<file path="src/rtl/ysyx_22040127_mem_stage_pkg.sv">
// Shared widths, size encodings, FSM states and store-lane helpers for the MEM stage.
package ysyx_22040127_mem_stage_pkg;

  localparam int unsigned XLEN      = 64;
  localparam int unsigned PC_W      = 32;
  localparam int unsigned RD_W      = 5;
  localparam int unsigned WB_CORE_W = PC_W + 1 + RD_W + XLEN;

  localparam logic [1:0] SizeB = 2'd0;
  localparam logic [1:0] SizeH = 2'd1;
  localparam logic [1:0] SizeW = 2'd2;
  localparam logic [1:0] SizeD = 2'd3;

  typedef enum logic [2:0] {
    StIdle,
    StReq,
    StResp,
    StDone,
    StDrain
  } mem_state_e;

  function automatic logic [7:0] store_mask(input logic [1:0] size, input logic [2:0] offset);
    logic [7:0] m;
    case (size)
      SizeB:   m = 8'h01;
      SizeH:   m = 8'h03;
      SizeW:   m = 8'h0f;
      default: m = 8'hff;
    endcase
    return m << offset;
  endfunction

  function automatic logic [XLEN-1:0] store_lanes(input logic [1:0] size,
                                                  input logic [XLEN-1:0] data);
    logic [XLEN-1:0] v;
    case (size)
      SizeB:   v = {8{data[7:0]}};
      SizeH:   v = {4{data[15:0]}};
      SizeW:   v = {2{data[31:0]}};
      default: v = data;
    endcase
    return v;
  endfunction

endpackage

</file>
<file path="src/rtl/ysyx_22040127_mem_stage_load_align.sv">
// Extracts the addressed load bytes from an aligned doubleword and sign/zero-extends them.
module ysyx_22040127_mem_stage_load_align
  import ysyx_22040127_mem_stage_pkg::*;
(
  input  logic [XLEN-1:0] i_rdata,
  input  logic [2:0]      i_offset,
  input  logic [1:0]      i_size,
  input  logic            i_unsigned,
  output logic [XLEN-1:0] o_data
);

  logic [XLEN-1:0] w_shifted;
  logic            w_sext;

  always_comb begin
    w_shifted = i_rdata >> {i_offset, 3'b000};
    w_sext    = !i_unsigned;
    case (i_size)
      SizeB:   o_data = {{56{w_sext & w_shifted[7]}}, w_shifted[7:0]};
      SizeH:   o_data = {{48{w_sext & w_shifted[15]}}, w_shifted[15:0]};
      SizeW:   o_data = {{32{w_sext & w_shifted[31]}}, w_shifted[31:0]};
      default: o_data = w_shifted;
    endcase
  end

endmodule

</file>
<file path="src/rtl/ysyx_22040127_mem_stage.sv">
// MEM pipeline stage: holds one instruction, issues one data-memory request per load/store,
// and hands the aligned result to WB over a valid/allowin handshake.
module ysyx_22040127_mem_stage
  import ysyx_22040127_mem_stage_pkg::*;
#(
  parameter  int unsigned SIDE_W = 16,
  localparam int unsigned OUT_W  = SIDE_W + WB_CORE_W
) (
  input  logic              clk,
  input  logic              rst,
  input  logic              ex_to_mem_valid,
  output logic              mem_allowin,
  input  logic [PC_W-1:0]   ex_pc,
  input  logic [RD_W-1:0]   ex_rd,
  input  logic              ex_reg_wen,
  input  logic [XLEN-1:0]   ex_alu_result,
  input  logic [XLEN-1:0]   ex_store_data,
  input  logic              ex_mem_read,
  input  logic              ex_mem_write,
  input  logic [1:0]        ex_mem_size,
  input  logic              ex_mem_unsigned,
  input  logic [SIDE_W-1:0] ex_side,
  input  logic              mem_flush,
  output logic              dmem_req_valid,
  input  logic              dmem_req_ready,
  output logic              dmem_req_wen,
  output logic [XLEN-1:0]   dmem_addr,
  output logic [XLEN-1:0]   dmem_wdata,
  output logic [7:0]        dmem_wmask,
  input  logic              dmem_resp_valid,
  input  logic [XLEN-1:0]   dmem_rdata,
  output logic              mem_to_wb_valid,
  input  logic              wb_allowin,
  output logic [OUT_W-1:0]  mem_to_wb_bus
);

  mem_state_e        r_state;
  logic              r_valid;
  logic [PC_W-1:0]   r_pc;
  logic [RD_W-1:0]   r_rd;
  logic              r_reg_wen;
  logic [XLEN-1:0]   r_alu;
  logic [XLEN-1:0]   r_store;
  logic              r_mem_read;
  logic              r_mem_write;
  logic [1:0]        r_size;
  logic              r_unsigned;
  logic [SIDE_W-1:0] r_side;
  logic [XLEN-1:0]   r_load_data;

  mem_state_e        w_state_d;
  logic              w_valid_d;
  logic              w_is_mem;
  logic              w_ready_go;
  logic              w_accept;
  logic              w_req_hs;
  logic              w_resp_take;
  logic [XLEN-1:0]   w_aligned;
  logic [XLEN-1:0]   w_reg_wdata;

  ysyx_22040127_mem_stage_load_align u_load_align (
    .i_rdata    (dmem_rdata),
    .i_offset   (r_alu[2:0]),
    .i_size     (r_size),
    .i_unsigned (r_unsigned),
    .o_data     (w_aligned)
  );

  assign w_is_mem    = r_mem_read | r_mem_write;
  assign w_ready_go  = (r_state == StDone) || ((r_state == StIdle) && !w_is_mem);
  assign mem_allowin = (r_state != StDrain) && (!r_valid || (w_ready_go && wb_allowin));
  assign w_accept    = ex_to_mem_valid && mem_allowin;
  assign w_req_hs    = (r_state == StReq) && dmem_req_ready;
  assign w_resp_take = (r_state == StResp) && dmem_resp_valid;

  assign dmem_req_valid = (r_state == StReq);
  assign dmem_req_wen   = r_mem_write;
  assign dmem_addr      = {r_alu[XLEN-1:3], 3'b000};
  assign dmem_wdata     = store_lanes(r_size, r_store);
  assign dmem_wmask     = store_mask(r_size, r_alu[2:0]);

  assign mem_to_wb_valid = r_valid && w_ready_go && (r_state != StDrain);
  assign w_reg_wdata     = r_mem_read ? r_load_data : r_alu;
  assign mem_to_wb_bus   = {r_side, r_pc, r_reg_wen, r_rd, w_reg_wdata};

  always_comb begin
    w_state_d = r_state;
    w_valid_d = r_valid;
    unique case (r_state)
      StIdle:  w_state_d = StIdle;
      StReq:   if (dmem_req_ready) w_state_d = StResp;
      StResp:  if (dmem_resp_valid) w_state_d = StDone;
      StDone:  if (wb_allowin) w_state_d = StIdle;
      StDrain: if (dmem_resp_valid) w_state_d = StIdle;
      default: w_state_d = StIdle;
    endcase
    if (mem_to_wb_valid && wb_allowin) w_valid_d = 1'b0;
    // A killed instruction with a response still in flight must swallow it in DRAIN.
    if (mem_flush && r_valid) begin
      w_valid_d = 1'b0;
      if (w_req_hs || ((r_state == StResp) && !dmem_resp_valid)) w_state_d = StDrain;
      else w_state_d = StIdle;
    end
    if (w_accept) begin
      w_valid_d = 1'b1;
      w_state_d = (ex_mem_read || ex_mem_write) ? StReq : StIdle;
    end
  end

  always_ff @(posedge clk or negedge rst) begin
    if (!rst) begin
      r_state     <= StIdle;
      r_valid     <= 1'b0;
      r_pc        <= '0;
      r_rd        <= '0;
      r_reg_wen   <= 1'b0;
      r_alu       <= '0;
      r_store     <= '0;
      r_mem_read  <= 1'b0;
      r_mem_write <= 1'b0;
      r_size      <= '0;
      r_unsigned  <= 1'b0;
      r_side      <= '0;
      r_load_data <= '0;
    end else begin
      r_state <= w_state_d;
      r_valid <= w_valid_d;
      if (w_accept) begin
        r_pc        <= ex_pc;
        r_rd        <= ex_rd;
        r_reg_wen   <= ex_reg_wen;
        r_alu       <= ex_alu_result;
        r_store     <= ex_store_data;
        r_mem_read  <= ex_mem_read;
        r_mem_write <= ex_mem_write;
        r_size      <= ex_mem_size;
        r_unsigned  <= ex_mem_unsigned;
        r_side      <= ex_side;
      end
      if (w_resp_take) r_load_data <= w_aligned;
    end
  end

endmodule
</file>
<file path="config.mk">
export PLATFORM = sky130hd
export DESIGN_NAME = ysyx_22040127_mem_stage
export DESIGN_NICKNAME = d
export VERILOG_FILES = /design/src/rtl/ysyx_22040127_mem_stage_pkg.sv /design/src/rtl/ysyx_22040127_mem_stage_load_align.sv /design/src/rtl/ysyx_22040127_mem_stage.sv
export SDC_FILE = /design/constraint.sdc
export NUM_CORES = 1
export LEC_CHECK = 0
export CORE_AREA = 4 4 200 202
export CTS_CLUSTER_DIAMETER = 120
export DETAILED_ROUTE_END_ITERATION = 6
export DIE_AREA = 0 0 204 206
export PLACE_DENSITY = 0.8
export SETUP_SLACK_MARGIN = 0.3
export SLEW_MARGIN = 0
export SYNTH_ARGS = -nofsm -noshare
export SYNTH_HDL_FRONTEND = slang
export SYNTH_SLANG_ARGS = --single-unit
</file>
<file path="constraint.sdc">
create_clock -name clk -period 5.05 [get_ports clk]
set_input_delay 1.01 -clock clk [delete_from_list [all_inputs] [get_ports clk]]
set_output_delay 1.01 -clock clk [all_outputs]
set_load 0.01 [all_outputs]
</file>
==> impl_metrics.yaml <==
cells_and_area:
  area_growth_pct: 40.5
  layout-drive-gt1-share: 0.222
  fin_nets: 1914
  final_cells: 2204
  final_area_um2: 20600
pwr:
  ir_drop_mv: 0.462
  p_per_area_nw_per_um2: 749
  p_leak_nw: 9.04
setup_path:
  crit_fanout: 78
  slowest_delay_ns: 1.07
  cp-end-kind: "output port"
  crit_required_ns: 4.04
  critical_path_class: "register to output port"
  start_kind: "register"
  crit_path_top_delay_cell: "dfrtp_4"
  cp_common_cell: "nor2_1"
  critPathArrivalTime_ns: 3.09
  cp_cell_sequence: "inv_1 -> nor2_1 -> nor2_1 -> nor2_1 -> clkdlybuf4s50_1"
floorplan:
  io_pins: 516
  die_x_um: 204
  dieArea_um2: 42000
  start_util: 0.383
  row_count: 72
  design.core.area_um2: 38300
  die_y_um: 206
sta:
  period_needed_ns: 4.10
  slew_viol_final: 0
  fmax_mhz: 244
  finalCritPeriodShare: 0.812
  tightest_slew_ns: 1.04
  worst_slew_margin_rel: 0.302
  fin_skew_ns: 0.0182
  setup_violations: 0
  rsz0062_at_grt: "false"
  hold_viol_final: 0
  timing.setup.tns_ns: 0
  whs_ns: 0.442
grt:
  grt_pass1_wl_um: 77500
  antenna_found_initial: 7
  grt_pass1_vias: 12204
  grt_max_degree: 92
  grt_usage: 0.238
  overflow: 0
yosys:
  synth-seq-area-share: 0.435
  ys_top_cells_by_count: "255 x dfrtp_1, 186 x mux2_4, 122 x nor2_1"
  netlist_instances: 1255
  synth-async-reset-ratio: 1.00
  synth_edf_count: 0
  yosysMostFrequentCell: "dfrtp_1"
  netlist.area_leader.share: 0.435
  synth.distinct_cells: 50
  netlist_area_um2: 14700
  ys_seq_elements: 255
  synth.avg_cell_area_um2: 11.7
  yosysTopAreaCell: "dfrtp_1"
  synth.area.top_cells: "dfrtp_1 44%, mux2_4 19%, mux2_2 7.4%, mux2i_1 6.0%, buf_4 3.8%"
  synth_flop_cell: "dfrtp_1"
  yosysWarnings: 0
clock_tree:
  htreeDepth: 1
  insertion_delay_ns: 0.58
  numCtsBuffers: 30
  postCtsSetupRepairBufs: 0
  cts_resized: 0
  clkSinkCount: 255
  cts_tree: "done"
  clockBufferDepth: 3
  cts_root_buf: "clkbuf_16"
  cts.clk_slew.worst_paths_ns: 0.06
  ctsHoldBuffers: 0
routing:
  detail_route.wl_per_cell_um: 23.9
  drt-total-wl_um: 52700
  drtAntennaViolNets: 0
  drc: 0
  num_vias: 11454
  drt-initial-drc-count: 837
  viasPerCell: 5.20
  drtPass1Iterations: 5
placement:
  dpl-instance-area_um2: 19600
  place_hpwl_um: 39100
  routabilityCongestion: 0.894
  numPortBuffers: 512
  dp.cells: 2142
hold_path:
  min_path_type: "input pin to async pin"
run_status:
  outcome: "finished, final reports clean"
job:
  drv_cap: 0
## cells in the final DEF, fill, tap and decap left out, drive strengths merged, types with 6 or more instances in the layout
| cell type | instances |
|---|---|
| a21oi | 99 |
| mux2i | 88 |
| nor2 | 122 |
| diode | 8 |
| clkinv | 11 |
| a211oi | 14 |
| clkdlybuf4s50 | 511 |
| dfrtp | 255 |
| buf | 21 |
| a31oi | 26 |
| o21ai | 40 |
| nand2b | 9 |
| clkbuf | 37 |
| nand2 | 65 |
| nor2b | 14 |
| o22a | 6 |
| mux2 | 283 |
| inv | 14 |
## final cells by class
type / instances / area (µm²)
fill: 3206 / 17700
inverter: 14 / 52.6
clock buffer: 37 / 807
multi-input combinational: 823 / 7140
antenna: 8 / 20.0
sequential: 255 / 6390
timing repair buffer: 532 / 5340
tap: 518 / 648
clock inverter: 17 / 200
## cell families after synthesis
logic type	share of synthesized area
AO/OA/AOI/OAI	0.0827
AND/OR/NAND/NOR	0.0696
other	0.000256
buffers and inverters	0.0798
flip-flops	0.435
multiplexers	0.333
## worst max-delay path: cells and delay by family (launching register included)
family,cells,cell delay (ns)
buf+inv,2,0.85
flops,1,1.07
simple gates,3,0.53
## per-stage QoR
stage	setup slack (ns)	util	power, mW
6_report	0.947	0.538	15.4
5_1_grt	0.783	0.538	16.3
4_1_cts	0.907	0.538	15.5
3_5_place_dp	1.50	0.511	13.2
3_3_place_gp	1.50	0.511	13.1
2_1_floorplan	2.14	-	9.30
## worst paths after layout
| kind | slack (ns) | to | start | cells after the start |
|---|---|---|---|---|
| worst max-delay path | 0.95 | dmem_wmask[3] | r_alu[1]$_DFFE_PN0P_ | 5 |
| max in group asynchronous | 3.58 | r_alu[8]$_DFFE_PN0P_ | rst | 2 |
| worst max register to register | 1.68 | r_load_data[57]$_DFFE_PN0P_ | r_alu[2]$_DFFE_PN0P_ | 7 |
| worst min-delay path | 0.44 | r_load_data[38]$_DFFE_PN0P_ | rst | 1 |
| worst min register to register | 0.50 | r_load_data[0]$_DFFE_PN0P_ | r_load_data[0]$_DFFE_PN0P_ | 2 |
| min in group clk | 0.50 | r_load_data[0]$_DFFE_PN0P_ | r_load_data[0]$_DFFE_PN0P_ | 2 |
## sequential cells by signal, indices dropped and copies added, names as in the netlist, 2 cells and up
| name | count |
|---|---|
| r_store | 64 |
| r_rd | 5 |
| r_pc | 32 |
| r_state | 3 |
| r_size | 2 |
| r_load_data | 64 |
| r_alu | 64 |
| r_side | 16 |
## routing by layer
| layer | GRT usage | vias up | wire length [µm] |
|---|---|---|---|
| met3 | 0.0573 | 90 | 3970 |
| met4 | 0.0878 | 2 | 1860 |
| li1 | - | 5158 | - |
| met2 | 0.421 | 541 | 26400 |
| met5 | 0 | - | 20 |
| met1 | 0.283 | 5663 | 20400 |
## power breakdown
part / internal, mW / switching (mW) / total [mW]
logic: 5.10 / 3.81 / 8.92
registers: 3.10 / 1.19 / 4.29
clock network: 1.29 / 0.930 / 2.22
Power figures use the tool's default switching activity.
